**src/rtl/int_pkg.sv**
```systemverilog
// Shared definitions for the jacaranda-8 interrupt controller: FSM encoding,
// register window addresses and CTRL field positions.
package int_pkg;

   typedef enum logic [1:0] {
      IDLE    = 2'd0,
      REQ     = 2'd1,
      SERVICE = 2'd2
   } state_t;

   typedef enum logic [1:0] {
      ADDR_CTRL         = 2'd0,
      ADDR_VBASE        = 2'd1,
      ADDR_PEND         = 2'd2,
      ADDR_SWSET_STATUS = 2'd3
   } reg_addr_t;

   localparam int CTRL_EN_BIT   = 0;
   localparam int CTRL_MASK_LSB = 4;

   // Writable CTRL bits: the global enable plus one mask bit per source.
   function automatic logic [7:0] ctrl_wmask(input int n_src);
      logic [7:0] m;
      m = '0;
      m[CTRL_EN_BIT] = 1'b1;
      for (int i = 0; i < n_src; i++) m[CTRL_MASK_LSB + i] = 1'b1;
      return m;
   endfunction

endpackage

```
**src/rtl/int_prio_enc.sv**
```systemverilog
// Fixed-priority encoder: the lowest set index wins.
module int_prio_enc
   #(parameter int N_SRC = 4)
   (
   input  logic [N_SRC-1:0] req,
   output logic             valid,
   output logic [1:0]       idx
   );

   // NOTE: every output of a combinational block gets a default first so no latch is inferred.
   always_comb begin
      valid = 1'b0;
      idx   = 2'd0;
      for (int i = N_SRC - 1; i >= 0; i--) begin
         if (req[i]) begin
            valid = 1'b1;
            idx   = 2'(i);
         end
      end
   end

endmodule

```
**src/rtl/int_controller.sv**
```systemverilog
// Interrupt controller: edge-latched pending bits, masked fixed-priority pick,
// one single-cycle request per service, then wait for the core's return strobe.
module int_controller
   import int_pkg::*;
   #(parameter int N_SRC     = 4,
     parameter int VEC_SHIFT = 4)
   (
   input  logic             clock,
   input  logic             reset,
   input  logic [N_SRC-1:0] irq,
   input  logic             ret,
   input  logic             cfg_w_en,
   input  logic [1:0]       cfg_addr,
   input  logic [7:0]       cfg_w_data,
   output logic [7:0]       cfg_r_data,
   output logic             int_req,
   output logic [7:0]       int_en,
   output logic [7:0]       int_vec
   );

   localparam logic [7:0] CTRL_WMASK = ctrl_wmask(N_SRC);

   state_t           state, next_state;
   reg_addr_t        addr;
   logic [7:0]       ctrl_q, vbase_q, vec_next;
   logic [N_SRC-1:0] pending, irq_q, eligible, pend_set, pend_clr;
   logic [1:0]       id_q, win_idx;
   logic             win_valid, dispatch, busy;
   logic             wr_ctrl, wr_vbase, wr_pend, wr_swset;

   assign addr     = reg_addr_t'(cfg_addr);
   assign wr_ctrl  = cfg_w_en && (addr == ADDR_CTRL);
   assign wr_vbase = cfg_w_en && (addr == ADDR_VBASE);
   assign wr_pend  = cfg_w_en && (addr == ADDR_PEND);
   assign wr_swset = cfg_w_en && (addr == ADDR_SWSET_STATUS);

   assign eligible = ctrl_q[CTRL_EN_BIT] ? (pending & ctrl_q[CTRL_MASK_LSB +: N_SRC]) : '0;

   int_prio_enc #(.N_SRC(N_SRC)) u_prio (
      .req   (eligible),
      .valid (win_valid),
      .idx   (win_idx)
   );

   // Vector arithmetic is 8-bit on purpose: large bases wrap around.
   assign vec_next = vbase_q + (8'(win_idx) << VEC_SHIFT);
   assign int_en   = {7'b0, ctrl_q[CTRL_EN_BIT]};

   // NOTE: sequential state uses non-blocking assignments so every flop samples pre-edge values.
   always_ff @(posedge clock) begin
      if (reset) begin
         state   <= IDLE;
         int_req <= 1'b0;
      end else begin
         state   <= next_state;
         int_req <= (next_state == REQ);
      end
   end

   always_comb begin
      next_state = state;
      case (state)
         IDLE:    if (win_valid) next_state = REQ;
         REQ:     next_state = SERVICE;
         SERVICE: if (ret) next_state = IDLE;
         default: next_state = IDLE;
      endcase
   end

   always_comb begin
      dispatch = (state == IDLE) && win_valid;
      busy     = (state == REQ) || (state == SERVICE);
   end

   always_comb begin
      pend_set = (irq & ~irq_q) | (wr_swset ? cfg_w_data[N_SRC-1:0] : '0);
      pend_clr = wr_pend ? cfg_w_data[N_SRC-1:0] : '0;
      for (int i = 0; i < N_SRC; i++) begin
         if (dispatch && (win_idx == 2'(i))) pend_clr[i] = 1'b1;
      end
   end

   always_ff @(posedge clock) begin
      if (reset) begin
         irq_q   <= '0;
         pending <= '0;
         ctrl_q  <= '0;
         vbase_q <= '0;
         id_q    <= '0;
         int_vec <= '0;
      end else begin
         irq_q   <= irq;
         pending <= (pending & ~pend_clr) | pend_set;
         if (wr_ctrl)  ctrl_q  <= cfg_w_data & CTRL_WMASK;
         if (wr_vbase) vbase_q <= cfg_w_data;
         if (dispatch) begin
            id_q    <= win_idx;
            int_vec <= vec_next;
         end
      end
   end

   always_comb begin
      cfg_r_data = 8'h00;
      case (addr)
         ADDR_CTRL:         cfg_r_data = ctrl_q;
         ADDR_VBASE:        cfg_r_data = vbase_q;
         ADDR_PEND:         cfg_r_data = 8'(pending);
         ADDR_SWSET_STATUS: cfg_r_data = {busy, 5'b0, id_q};
         default:           cfg_r_data = 8'h00;
      endcase
   end

endmodule

```
**config.mk**
```make
export PLATFORM = sky130hd
export DESIGN_NAME = int_controller
export DESIGN_NICKNAME = d
export VERILOG_FILES = /design/src/rtl/int_pkg.sv /design/src/rtl/int_prio_enc.sv /design/src/rtl/int_controller.sv
export SDC_FILE = /design/constraint.sdc
export NUM_CORES = 1
export LEC_CHECK = 0
export ABC_AREA = 1
export BUFFER_PORTS_ARGS = -buffer_cell sky130_fd_sc_hd__buf_4
export CELL_PAD_IN_SITES_DETAIL_PLACEMENT = 1
export CELL_PAD_IN_SITES_GLOBAL_PLACEMENT = 2
export CORE_MARGIN = 2
export CORE_UTILIZATION = 26
export CTS_CLUSTER_SIZE = 25
export DETAILED_ROUTE_END_ITERATION = 8
export PLACE_DENSITY = 0.84
export SETUP_SLACK_MARGIN = 0.4
export SLEW_MARGIN = 20
export SYNTH_ARGS = -nofsm -noshare
export SYNTH_HDL_FRONTEND = slang
export SYNTH_SLANG_ARGS = --single-unit
```
**constraint.sdc**
```tcl
create_clock -name clock -period 1.65 [get_ports clock]
set_input_delay 0.4125 -clock clock [delete_from_list [all_inputs] [get_ports clock]]
set_output_delay 0.4125 -clock clock [all_outputs]
set_load 0.005 [all_outputs]
```
# After elaboration in Yosys (flattened, before gate mapping)

Index checks and enable logic that the tools add are counted.

Flip-flop bits (word level): 34
Output and inout port bits: 25
Word-level logic and storage cells: 57

Add/subtract/negate cells: 1
Eq/ne operators: 9
Muxes and demuxes: 19
Bitwise logic cells: 7
Reduce and logical (&&, ||, !) cells: 13

Operator list:

| operator             | count |
|---|---|
| $pmux W8 S4          | 1 |
| $and A4 B4 Y4        | 3 |
| $mux W2              | 6 |
| $mux W4              | 3 |
| $eq A2 B2 Y1 const B | 5 |
| $logic_and A1 B1 Y1  | 9 |
| $add A8 B6 Y8        | 1 |
| $eq A2 B1 Y1 const B | 4 |
| $mux W1              | 8 |
| $not A4 Y4           | 2 |
| $or A4 B4 Y4         | 2 |
| $logic_not A2 Y1     | 3 |
| $pmux W2 S3          | 1 |
| $logic_or A1 B1 Y1   | 1 |

# Logic depth before layout (Yosys ltp)

Gate-level depths: netlist of the first run.

Depth after elaboration: 12
Depth in mapped cells: 11

# Cells and area by module

A second synthesis of the first run with hierarchy kept.

Cell total of the unflattened synthesis: 244
Area, all modules: 1,716.6 µm²

Modules (own cells, without submodules):

| module         | instances | cells an instance | area each (µm²) |
|---|---|---|---|
| int_controller | 1         | 236               | 1,680.4 |
| int_prio_enc   | 1         | 8                 | 36.3 |

# Worst setup path before layout of the first run

No wires, ideal clock.

Path type: reg2reg
From: register ctrl_q[0]
To: register int_vec[6]
Library setup time: 0.118 ns
Arrival time: 1.652 ns
Required time: 1.532 ns
Setup slack: -0.120 ns
Stages on the path, launching flop included: 10
Path buffers: 0
Path through: dfxtp_1 > nand3_1 > nand2_1 > nand2_1 > nand2_1 > inv_1 > ha_1 > fa_1 > xnor2_1 > a21oi_2

Word-level cells in the longest chain between the ends: 6

Ends and longest elaborated chain:

| element                | RTL line             | source |
|---|---|---|
| from (decl)            | int_controller.sv:25 | `logic [7:0] ctrl_q, vbase_q, vec_next;` |
| from (signal assigned) | int_controller.sv:94 | `if (wr_ctrl) ctrl_q <= cfg_w_data & CTRL_WMASK;` |
| $mux W4 (*)            | int_controller.sv:37 | `assign eligible = ctrl_q[CTRL_EN_BIT] ? (pending & ctrl_q[CTRL_MASK_LSB +: N_SRC]) : '0;` |
| $mux W2 (3 in a row)   | int_prio_enc.sv:15   | `if (req[i]) begin` |
| $mux W2 (*)            | int_prio_enc.sv:15   |  |
| net u_prio.idx[0]      | int_prio_enc.sv:7    | `output logic [1:0] idx` |
| $add A8 B6 Y8 (*)      | int_controller.sv:46 | `assign vec_next = vbase_q + (8'(win_idx) << VEC_SHIFT);` |
| to (signal assigned)   | int_controller.sv:98 | `int_vec <= vec_next;` |
| to (decl)              | int_controller.sv:18 | `output logic [7:0] int_vec` |

Mark *: on every way through the listed nets, which the timed path passes. The rest lies on a longest branch.
A chain may end at the register's enable or synchronous reset.

# Worst setup path in the final report of the first run

From: register ctrl_q[0]
To: register int_vec[5]

Word-level cells in the longest chain between the ends: 6

Ends and longest elaborated chain:

| element              | RTL line |
|---|---|
| $mux W4 (*)          | int_controller.sv:37 |
| $mux W2 (3 in a row) | int_prio_enc.sv:15 |
| $mux W2 (*)          | int_prio_enc.sv:15 |
| net u_prio.idx[0]    | int_prio_enc.sv:7 |
| $add A8 B6 Y8 (*)    | int_controller.sv:46 |
| net vec_next[5]      | int_controller.sv:25 |

Marked as above.

==> results of run 1 <==
[registers in the layout (all words and copies together), names as in the netlist]
name and cells:
irq_q 4, int_req 1, vbase_q 8, int_vec 8, pending 4, ctrl_q 5
state 2, id_q 2
[power by group through the flow]
stage / sequential (mW) / clock, mW / combinational [mW]
finish: 0.887 / 0.651 / 0.337
global route: 0.891 / 0.732 / 0.366
CTS: 0.884 / 0.679 / 0.306
detailed placement: 0.895 / 0 / 0.234
global placement: 0.894 / 0 / 0.229
floorplan: 0.892 / 0 / 0.122
[worst max-delay path: stages (launching register included)]
cell	delay (ns)
dfxtp_4	0.41
nand2_2	0.07
nor2_2	0.16
nand2_1	0.11
nand2_2	0.10
nand2_2	0.07
inv_2	0.08
ha_4	0.14
fa_2	0.42
nor2_1	0.10
nor2_1	0.05
[path summary, 6_finish.rpt]
kind | endpoint | slack (ns) | depth (start not counted)
setup / recovery | int_vec[5] | -0.19 | 10
hold / removal | irq_q[0] | 0.33 | 3
setup reg to reg | int_vec[5] | -0.19 | 10
hold reg to reg | int_vec[1] | 0.49 | 2
[metal layers]
metal  routed length, µm  share of wire [%]
met2                3160                 51
met4                  78                1.3
met3                 311                5.0
met1                2620                 42
met5                   0                  0
[cells in the final DEF, fill, tap and decap left out, types with 6 or more instances in the layout]
cell      synthesis  layout
o21ai_0          23       8
nand2_2           2      11
buf_6             0      33
dfxtp_2           0      10
nand2_1          26      13
conb_1            1       7
a21oi_1          23      18
inv_1            35      19
nor2_1           31      24
o21ai_2           2      12
a21oi_2           2       7
clkbuf_8          0       6
inv_2             0      10
buf_4             8      48
dfxtp_1          34      21
[what timing repair did]
item,in CTS,in global routing
resized for setup,118,29
gates cloned,1,0
buffers inserted,24,9
endpoints found under the hold margin,0,0
setup endpoints to repair,24,31
pin swaps,41,34
[final cells by class]
type,count,area (µm²),share of cell area [%]
sequential,34,704,23.4
clock buffer,7,86.3,2.87
inverter,35,149,4.94
multi-input combinational,150,1110,37.0
timing repair buffer,87,857,28.5
tap,77,96.3,3.20
clock inverter,1,5.00,0.166
[cells by family (layout without fill, tap and decap cells)]
group | after synthesis | in the layout
xor gates and xnor gates | 2 | 2
adders and majority gates | 7 | 7
and+or+nand+nor | 76 | 76
AOI/OAI and AO/OA | 58 | 58
other | 1 | 7
DFF | 34 | 34
buffers and inverters | 48 | 130
==> run summary, run 1 <==
DR iter-0 viols = 47
Cell count after placement = 349
DR vias/cell = 4.66
Peak supply drop = 0.360 mV
Reg power frac = 47.3%
Hold WC Path Type = input pin to flip-flop
Layout cells sized above 1 = 59.2%
Net Sw Power = 515 µW
Chip width = 84.8 µm
Post-synthesis simple-gate area fraction = 20.7%
Routability Congestion = 0.892
Hpwl dp = 3820 µm
XOR/XNOR Fraction of Synth Area = 1.03%
Post-synth top cells = 35 x inv_1, 34 x dfxtp_1, 31 x nor2_1
PwrDens = 623 nW/µm²
Worst r2r src = ctrl_q[0]
Synthesis-to-layout area growth = 77.6%
Cell taking the most area after synthesis = dfxtp_1
Hold Crit Start = irq[0]
Clk network pwr share = 34.7%
Hold slack = 0.335 ns
Final #Nets = 338
Fillers = 748
Rows = 29
Synthesized area = 1700 µm²
Routed WL = 6170 µm
Total GRT Usage = 17.6%
Unrepaired setup endpoints after global routing = true
Initial antenna violation count = 0
Routed length per instance = 15.8 µm
DR vias = 1822
Distinct cells, synth = 31
CP Launch Type = flip-flop
Met1 Use GR = 21.1%
Vias in the first global route = 1893
Synth Area in Compound Gates = 18.9%
Leak pwr = 1.34 nW
Max clock buf depth = 2
Adder-Cell Fraction of Synth Area = 5.61%
Hold_buf cts = 0
Largest family of logic cells by synthesized area = simple AND/OR/NAND/NOR gates
Post-synth EDFFs = 0
Setup TNS Final = -0.318 ns
CTS tree = yes
Synthesis Warnings = 0
Final period util = 112%
Synth top area cells = dfxtp_1 40%, inv_1 7.7%, nor2_1 6.9%
Failing checks = setup timing
Setup Slack @ Placement = -0.0373 ns
Combinational power share = 17.9%
Worst-Skew Late Latency = 0.29 ns
Overall power = 1.88 mW
Maximum net fanout on the critical path = 5
Max cap viols = 0
Skew final = 0.00498 ns
Int Power = 1.36 mW
Synth async-reset ratio = 0%
Drt pass-1 iters = 4
Top-count cell post-synth = inv_1
H-tree Lvls = 2
Req. time, crit path = 1.84 ns
Final worst setup slack = -0.192 ns
Register area share after synthesis = 40.1%
Clk slew on worst S/H paths = 0.07 ns
Final max-slew violation count = 0
Post-route minimum period = 1.84 ns
Placed Area = 2180 µm²
Die Height = 84.8 µm
Crit. End Element = flip-flop
Global route total overflow = 0
Synthesis-stage register bit count = 34
I/O pin cnt = 43
Sw frac = 27.5%
Wire length of the first global-routing pass = 9690 µm
Final instance area = 3010 µm²
Worst EP arrival = 2.03 ns
Prevailing post-synth register cell = dfxtp_1
Outcome = finished, violations left
CP startpoint = ctrl_q[0]
Max Clk Rate = 543 MHz
Clock buffer count from CTS = 5
Initial Util = 26.9%
GRT Max-Usage Layer = met2
Die footprint = 7180 µm²
Core Box Area = 6310 µm²
Final Hold Fails = 0
CTS Sinks = 34
Fin util = 47.7%
Routed Antenna Nets = 0
GR Util met3 = 5.60%
M2 GR Usage = 30.4%
Synth Instances = 226
Residual DRC = 0
IO Port Bufs = 35
Fin cells = 391
Synth Area per Inst = 7.50 µm²
Post-synthesis mux area share = 0%
Final Setup Violations = 3
ANT cells = 0
Critical path class = flip-flop to flip-flop
Post-synth top area share = 40.1%
Largest net degree at the start of global routing = 19
Root buffer cell = clkbuf_8
No activity file was read; power rests on OpenSTA's default activity.
==> run 2: changes to the inputs <==
--- a/config.mk
+++ b/config.mk
@@ -13,6 +13,7 @@
 export CORE_UTILIZATION = 26
 export CTS_CLUSTER_SIZE = 25
 export DETAILED_ROUTE_END_ITERATION = 8
+export MAX_ROUTING_LAYER = met4
 export PLACE_DENSITY = 0.84
 export SETUP_SLACK_MARGIN = 0.4
 export SLEW_MARGIN = 20
==> run summary, run 2 (synthesis results as in run 1) <==
Clock buffer count from CTS = 5
Routed WL = 6200 µm
Layout cells sized above 1 = 59.2%
Outcome = finished, violations left
Sw frac = 27.7%
Max Clk Rate = 543 MHz
Global route total overflow = 0
Crit. End Element = flip-flop
Die footprint = 7180 µm²
Final Hold Fails = 0
DR vias/cell = 4.66
Total GRT Usage = 18.1%
Overall power = 1.88 mW
Vias in the first global route = 1889
CTS Sinks = 34
Rows = 29
Worst-Skew Late Latency = 0.29 ns
Fillers = 748
Final #Nets = 338
Initial antenna violation count = 0
Net Sw Power = 520 µW
Largest net degree at the start of global routing = 19
Leak pwr = 1.34 nW
Commonest non-fill, non-tap cells in the layout = 48 x buf_4, 33 x buf_6, 24 x nor2_1
Final period util = 112%
Int Power = 1.36 mW
Maximum net fanout on the critical path = 5
Peak supply drop = 0.364 mV
CP Launch Type = flip-flop
PwrDens = 624 nW/µm²
Post-route minimum period = 1.84 ns
Residual DRC = 0
Unrepaired setup endpoints after global routing = true
H-tree Lvls = 2
I/O pin cnt = 43
Final max-slew violation count = 0
Sequential cell area = 704 µm²
Drt pass-1 iters = 4
ANT cells = 0
Hpwl dp = 3820 µm
Routed Antenna Nets = 0
Routed length per instance = 15.9 µm
Multi-input gate area = 1110 µm²
Commonest non-fill, non-tap cell in the layout = buf_4
Core Box Area = 6310 µm²
Final Setup Violations = 3
Critical path class = flip-flop to flip-flop
Synthesis-to-layout area growth = 77.6%
Hold slack = 0.336 ns
Top Registers = int_vec: 8 flops, vbase_q: 8 flops, ctrl_q: 5 flops
Root buffer cell = clkbuf_8
Hold WC Path Type = input pin to flip-flop
DR vias = 1824
Failing checks = setup timing
Die Height = 84.8 µm
Wire length of the first global-routing pass = 9690 µm
DR iter-0 viols = 48
Req. time, crit path = 1.84 ns
Skew final = 0.00381 ns
Initial Util = 26.9%
Clk network pwr share = 34.9%
Chip width = 84.8 µm
Worst EP arrival = 2.03 ns
Routability Congestion = 0.907
Setup TNS Final = -0.307 ns
Max clock buf depth = 2
Combinational power share = 17.9%
Max cap viols = 0
CTS tree = yes
IO Port Bufs = 35
Reg power frac = 47.2%
Clk slew on worst S/H paths = 0.07 ns
Final worst setup slack = -0.191 ns
run 2: area by class of cell:
type / count / area share, %
clock inverters: 1 / 0.166
inverters: 35 / 4.94
clock buffers: 7 / 2.87
well taps: 77 / 3.20
flip-flops and latches: 34 / 23.4
multi-input cells: 150 / 37.0
repair buffers: 87 / 28.5
run 2: critical path, cell delays in order, from the launching register on:
cell and delay, ns:
dfxtp_4 0.41, nand2_2 0.07, nor2_2 0.16, nand2_1 0.11
nand2_2 0.10, nand2_2 0.07, inv_2 0.08, ha_4 0.15
fa_2 0.42, nor2_1 0.10, nor2_1 0.05
run 2: power by group through the flow:
stage	Sequential, mW	Clock, mW	Combinational, mW
6_report	0.887	0.657	0.337
4_1_cts	0.884	0.679	0.306
3_5_place_dp	0.895	0	0.234
3_3_place_gp	0.894	0	0.229
2_1_floorplan	0.892	0	0.122
5_1_grt	0.891	0.735	0.366
run 2: per-layer routing:
metal | track usage [%] | vias up | wire length (µm)
met1 | 21.3 | 886 | 2670
met2 | 30.5 | 42 | 3170
li1 | - | 886 | -
met4 | 4.47 | 0 | 78
met3 | 5.21 | 10 | 285
met5 | - | - | 0
run 2: final timing paths:
path | start | end | slack, ns | depth (start not counted)
max reg2reg | ctrl_q[0] | int_vec[5] | -0.19 | 10
max | ctrl_q[0] | int_vec[5] | -0.19 | 10
min | irq[0] | irq_q[0] | 0.34 | 3
min reg2reg | vbase_q[1] | int_vec[1] | 0.49 | 2
run 2: per-stage QoR:
step / util [%] / setup WS, ns / instance area, µm² / std cells
detailed placement: 34.5 / -0.0373 / 2180 / 349
finish: 47.7 / -0.191 / 3010 / 391
CTS: 44.8 / -0.0579 / 2830 / 382
global route: 47.7 / -0.233 / 3010 / 391
floorplan: - / 0.0553 / 1750 / 232
global placement: 34.5 / 0.00147 / 2180 / 349
run 2: repair_timing:
action                     CTS  global route
buffers inserted            24             9
gates resized for setup    118            29
cloned                       1             0
hold buffers                 0             0
pin swaps                   41            34
setup endpoints to repair   24            31
==> run 3: changes to the inputs <==
--- a/config.mk
+++ b/config.mk
@@ -5,12 +5,11 @@
 export SDC_FILE = /design/constraint.sdc
 export NUM_CORES = 1
 export LEC_CHECK = 0
-export ABC_AREA = 1
 export BUFFER_PORTS_ARGS = -buffer_cell sky130_fd_sc_hd__buf_4
 export CELL_PAD_IN_SITES_DETAIL_PLACEMENT = 1
 export CELL_PAD_IN_SITES_GLOBAL_PLACEMENT = 2
 export CORE_MARGIN = 2
-export CORE_UTILIZATION = 26
+export CORE_UTILIZATION = 28
 export CTS_CLUSTER_SIZE = 25
 export DETAILED_ROUTE_END_ITERATION = 8
 export MAX_ROUTING_LAYER = met4
==> run summary, run 3 <==
Outcome = finished, violations left
Failing checks = setup timing
Hold slack = 0.340 ns
Commonest non-fill, non-tap cell in the layout = buf_4
Routed Antenna Nets = 0
H-tree Lvls = 2
Slew @ Worst Pin = 0.495 ns
Core Box Area = 5990 µm²
Largest family of logic cells by synthesized area = simple AND/OR/NAND/NOR gates
Cell count after placement = 313
CTS Sinks = 34
Post-route minimum period = 1.92 ns
IO Port Bufs = 35
Setup TNS Final = -0.643 ns
Highest Signal Layer = met4
Max cap viols = 0
Synthesized area = 1760 µm²
DR iter-0 viols = 43
Wire length of the first global-routing pass = 9650 µm
Max clock buf depth = 2
Post-synthesis mux area share = 11.1%
Critical path class = flip-flop to primary output
I/O pin cnt = 43
CTS tree = yes
Routed WL = 6090 µm
DR vias = 1724
Fin cells = 343
Synth top area cells = dfxtp_1 39%, mux2i_1 8.5%, ha_1 4.3%
Die footprint = 6940 µm²
Hpwl dp = 3840 µm
Synthesis-stage register bit count = 34
Final #Nets = 292
Maximum net fanout on the critical path = 2
Post-synth EDFFs = 0
CP startpoint = state[0]
Root buffer cell = clkbuf_8
Routed length per instance = 17.8 µm
Unrepaired setup endpoints after global routing = true
Final max-slew violation count = 0
Synth async-reset ratio = 0%
Hold Crit Start = irq[1]
Worst-Skew Late Latency = 0.30 ns
DR vias/cell = 5.03
Overall power = 1.81 mW
Commonest non-fill, non-tap cells in the layout = 56 x buf_4, 22 x buf_6, 19 x nor2_1, 19 x dfxtp_1, 15 x mux2i_1
Routed wl met3 = 241 µm
Clk slew on worst S/H paths = 0.07 ns
Global route total overflow = 0
Final period util = 116%
Skew final = 0.00544 ns
ANT cells = 0
Synthesis-to-layout area growth = 57.4%
Synth Area per Inst = 9.08 µm²
Drt pass-1 iters = 4
Chip width = 83.3 µm
Leak pwr = 1.13 nW
Initial antenna violation count = 0
Register area share after synthesis = 38.6%
Top-count cell post-synth = dfxtp_1
Largest net degree at the start of global routing = 21
Metal2 WL = 3100 µm
Final instance area = 2770 µm²
Post-synth top area share = 38.6%
Synth Area in Compound Gates = 14.1%
Rows = 28
Clock buffer count from CTS = 5
Peak supply drop = 0.285 mV
Final Setup Violations = 5
Cell taking the most area after synthesis = dfxtp_1
XOR/XNOR Fraction of Synth Area = 0.994%
Vias in the first global route = 1766
Final worst setup slack = -0.271 ns
Routability Congestion = 0.850
Final Hold Fails = 0
Wl on met1 = 2620 µm
Distinct cells, synth = 41
Layout cells sized above 1 = 53.7%
CP Launch Type = flip-flop
Post-synthesis simple-gate area fraction = 21.7%
Synth Instances = 194
Max_slew headroom = 66.7%
Worst r2r src = ctrl_q[4]
Placed Area = 2240 µm²
Synthesis Warnings = 0
Setup slack, reg-to-reg = -0.13 ns
Max Clk Rate = 521 MHz
Prevailing post-synth register cell = dfxtp_1
Top Registers = int_vec: 8 flops, vbase_q: 8 flops, ctrl_q: 5 flops
PwrDens = 654 nW/µm²
Residual DRC = 0
Post-synth top cells = 34 x dfxtp_1, 19 x nor2_1, 15 x mux2i_1, 15 x nand3_1, 14 x nand2_1
Req. time, crit path = 1.24 ns
Total GRT Usage = 18.3%
Adder-Cell Fraction of Synth Area = 5.40%
Worst EP arrival = 1.51 ns
Die Height = 83.3 µm
Initial Util = 29.4%
Hold WC Path Type = input pin to flip-flop
Hold_buf cts = 0
Crit. End Element = primary output
[run 3: changes by cell type after synthesis, sizes merged, moves of 6 or more]
cell   delta
nor2     -13
inv      -31
nand3     +6
o21ai    -24
a21oi    -14
nor2b     +8
nand2    -14
mux2i    +15
[run 3: worst paths after layout]
path                   endpoint  cells past startpoint
setup / recovery  cfg_r_data[7]                      5
hold / removal         irq_q[1]                      2
setup reg to reg     int_vec[6]                      7
hold reg to reg         id_q[0]                      2
[run 3: what timing repair did]
| action | CTS | global route |
|---|---|---|
| setup endpoints to repair | 29 | 37 |
| cloned | 1 | 0 |
| resized for setup | 49 | 19 |
| buffers inserted | 15 | 6 |
| pin swaps | 22 | 24 |
[run 3: metrics by stage]
step	utilization, %	worst slack, ns
after global routing	46.3	-0.309
after global placement	37.3	-0.0277
after detailed placement	37.3	-0.0515
final	46.3	-0.271
after CTS	44.3	-0.296
after floorplan	-	-0.0408
[run 3: area by class of cell]
class                   instances  area, µm²
fillers                       673       3220
multi-input cells             141       1140
inverters                       4       15.0
clock buffers                   7       86.3
repair buffers                 81        728
flip-flops and latches         34        704
well taps                      75       93.8
clock inverters                 1       5.00
[run 3: cell families after synthesis]
logic type               after synthesis
AO/OA/AOI/OAI                         31
XOR/XNOR                               2
adder cells (fa/ha/maj)                7
buffers and inverters                 25
flip-flops                            34
multiplexers                          18
other                                  1
AND/OR/NAND/NOR                       76
[run 3: routing by layer]
layer / track usage [%] / up-vias
met5: - / -
met4: 7.15 / 0
met3: 3.48 / 10
met2: 30.8 / 45
met1: 21.6 / 864
li1: - / 805
[run 3: power breakdown]
group / total, mW / leakage [nW] / internal (mW) / switching, mW
Sequential: 0.871 / 0.284 / 0.846 / 0.0247
Clock: 0.659 / 0.0482 / 0.337 / 0.322
Combinational: 0.285 / 0.798 / 0.148 / 0.137
[run 3: critical path, stage by stage, from the launching register on]
cell and delay, ns:
dfxtp_2 0.35, inv_2 0.06, ha_4 0.23, mux2_4 0.26, a22o_1 0.19, buf_4 0.13
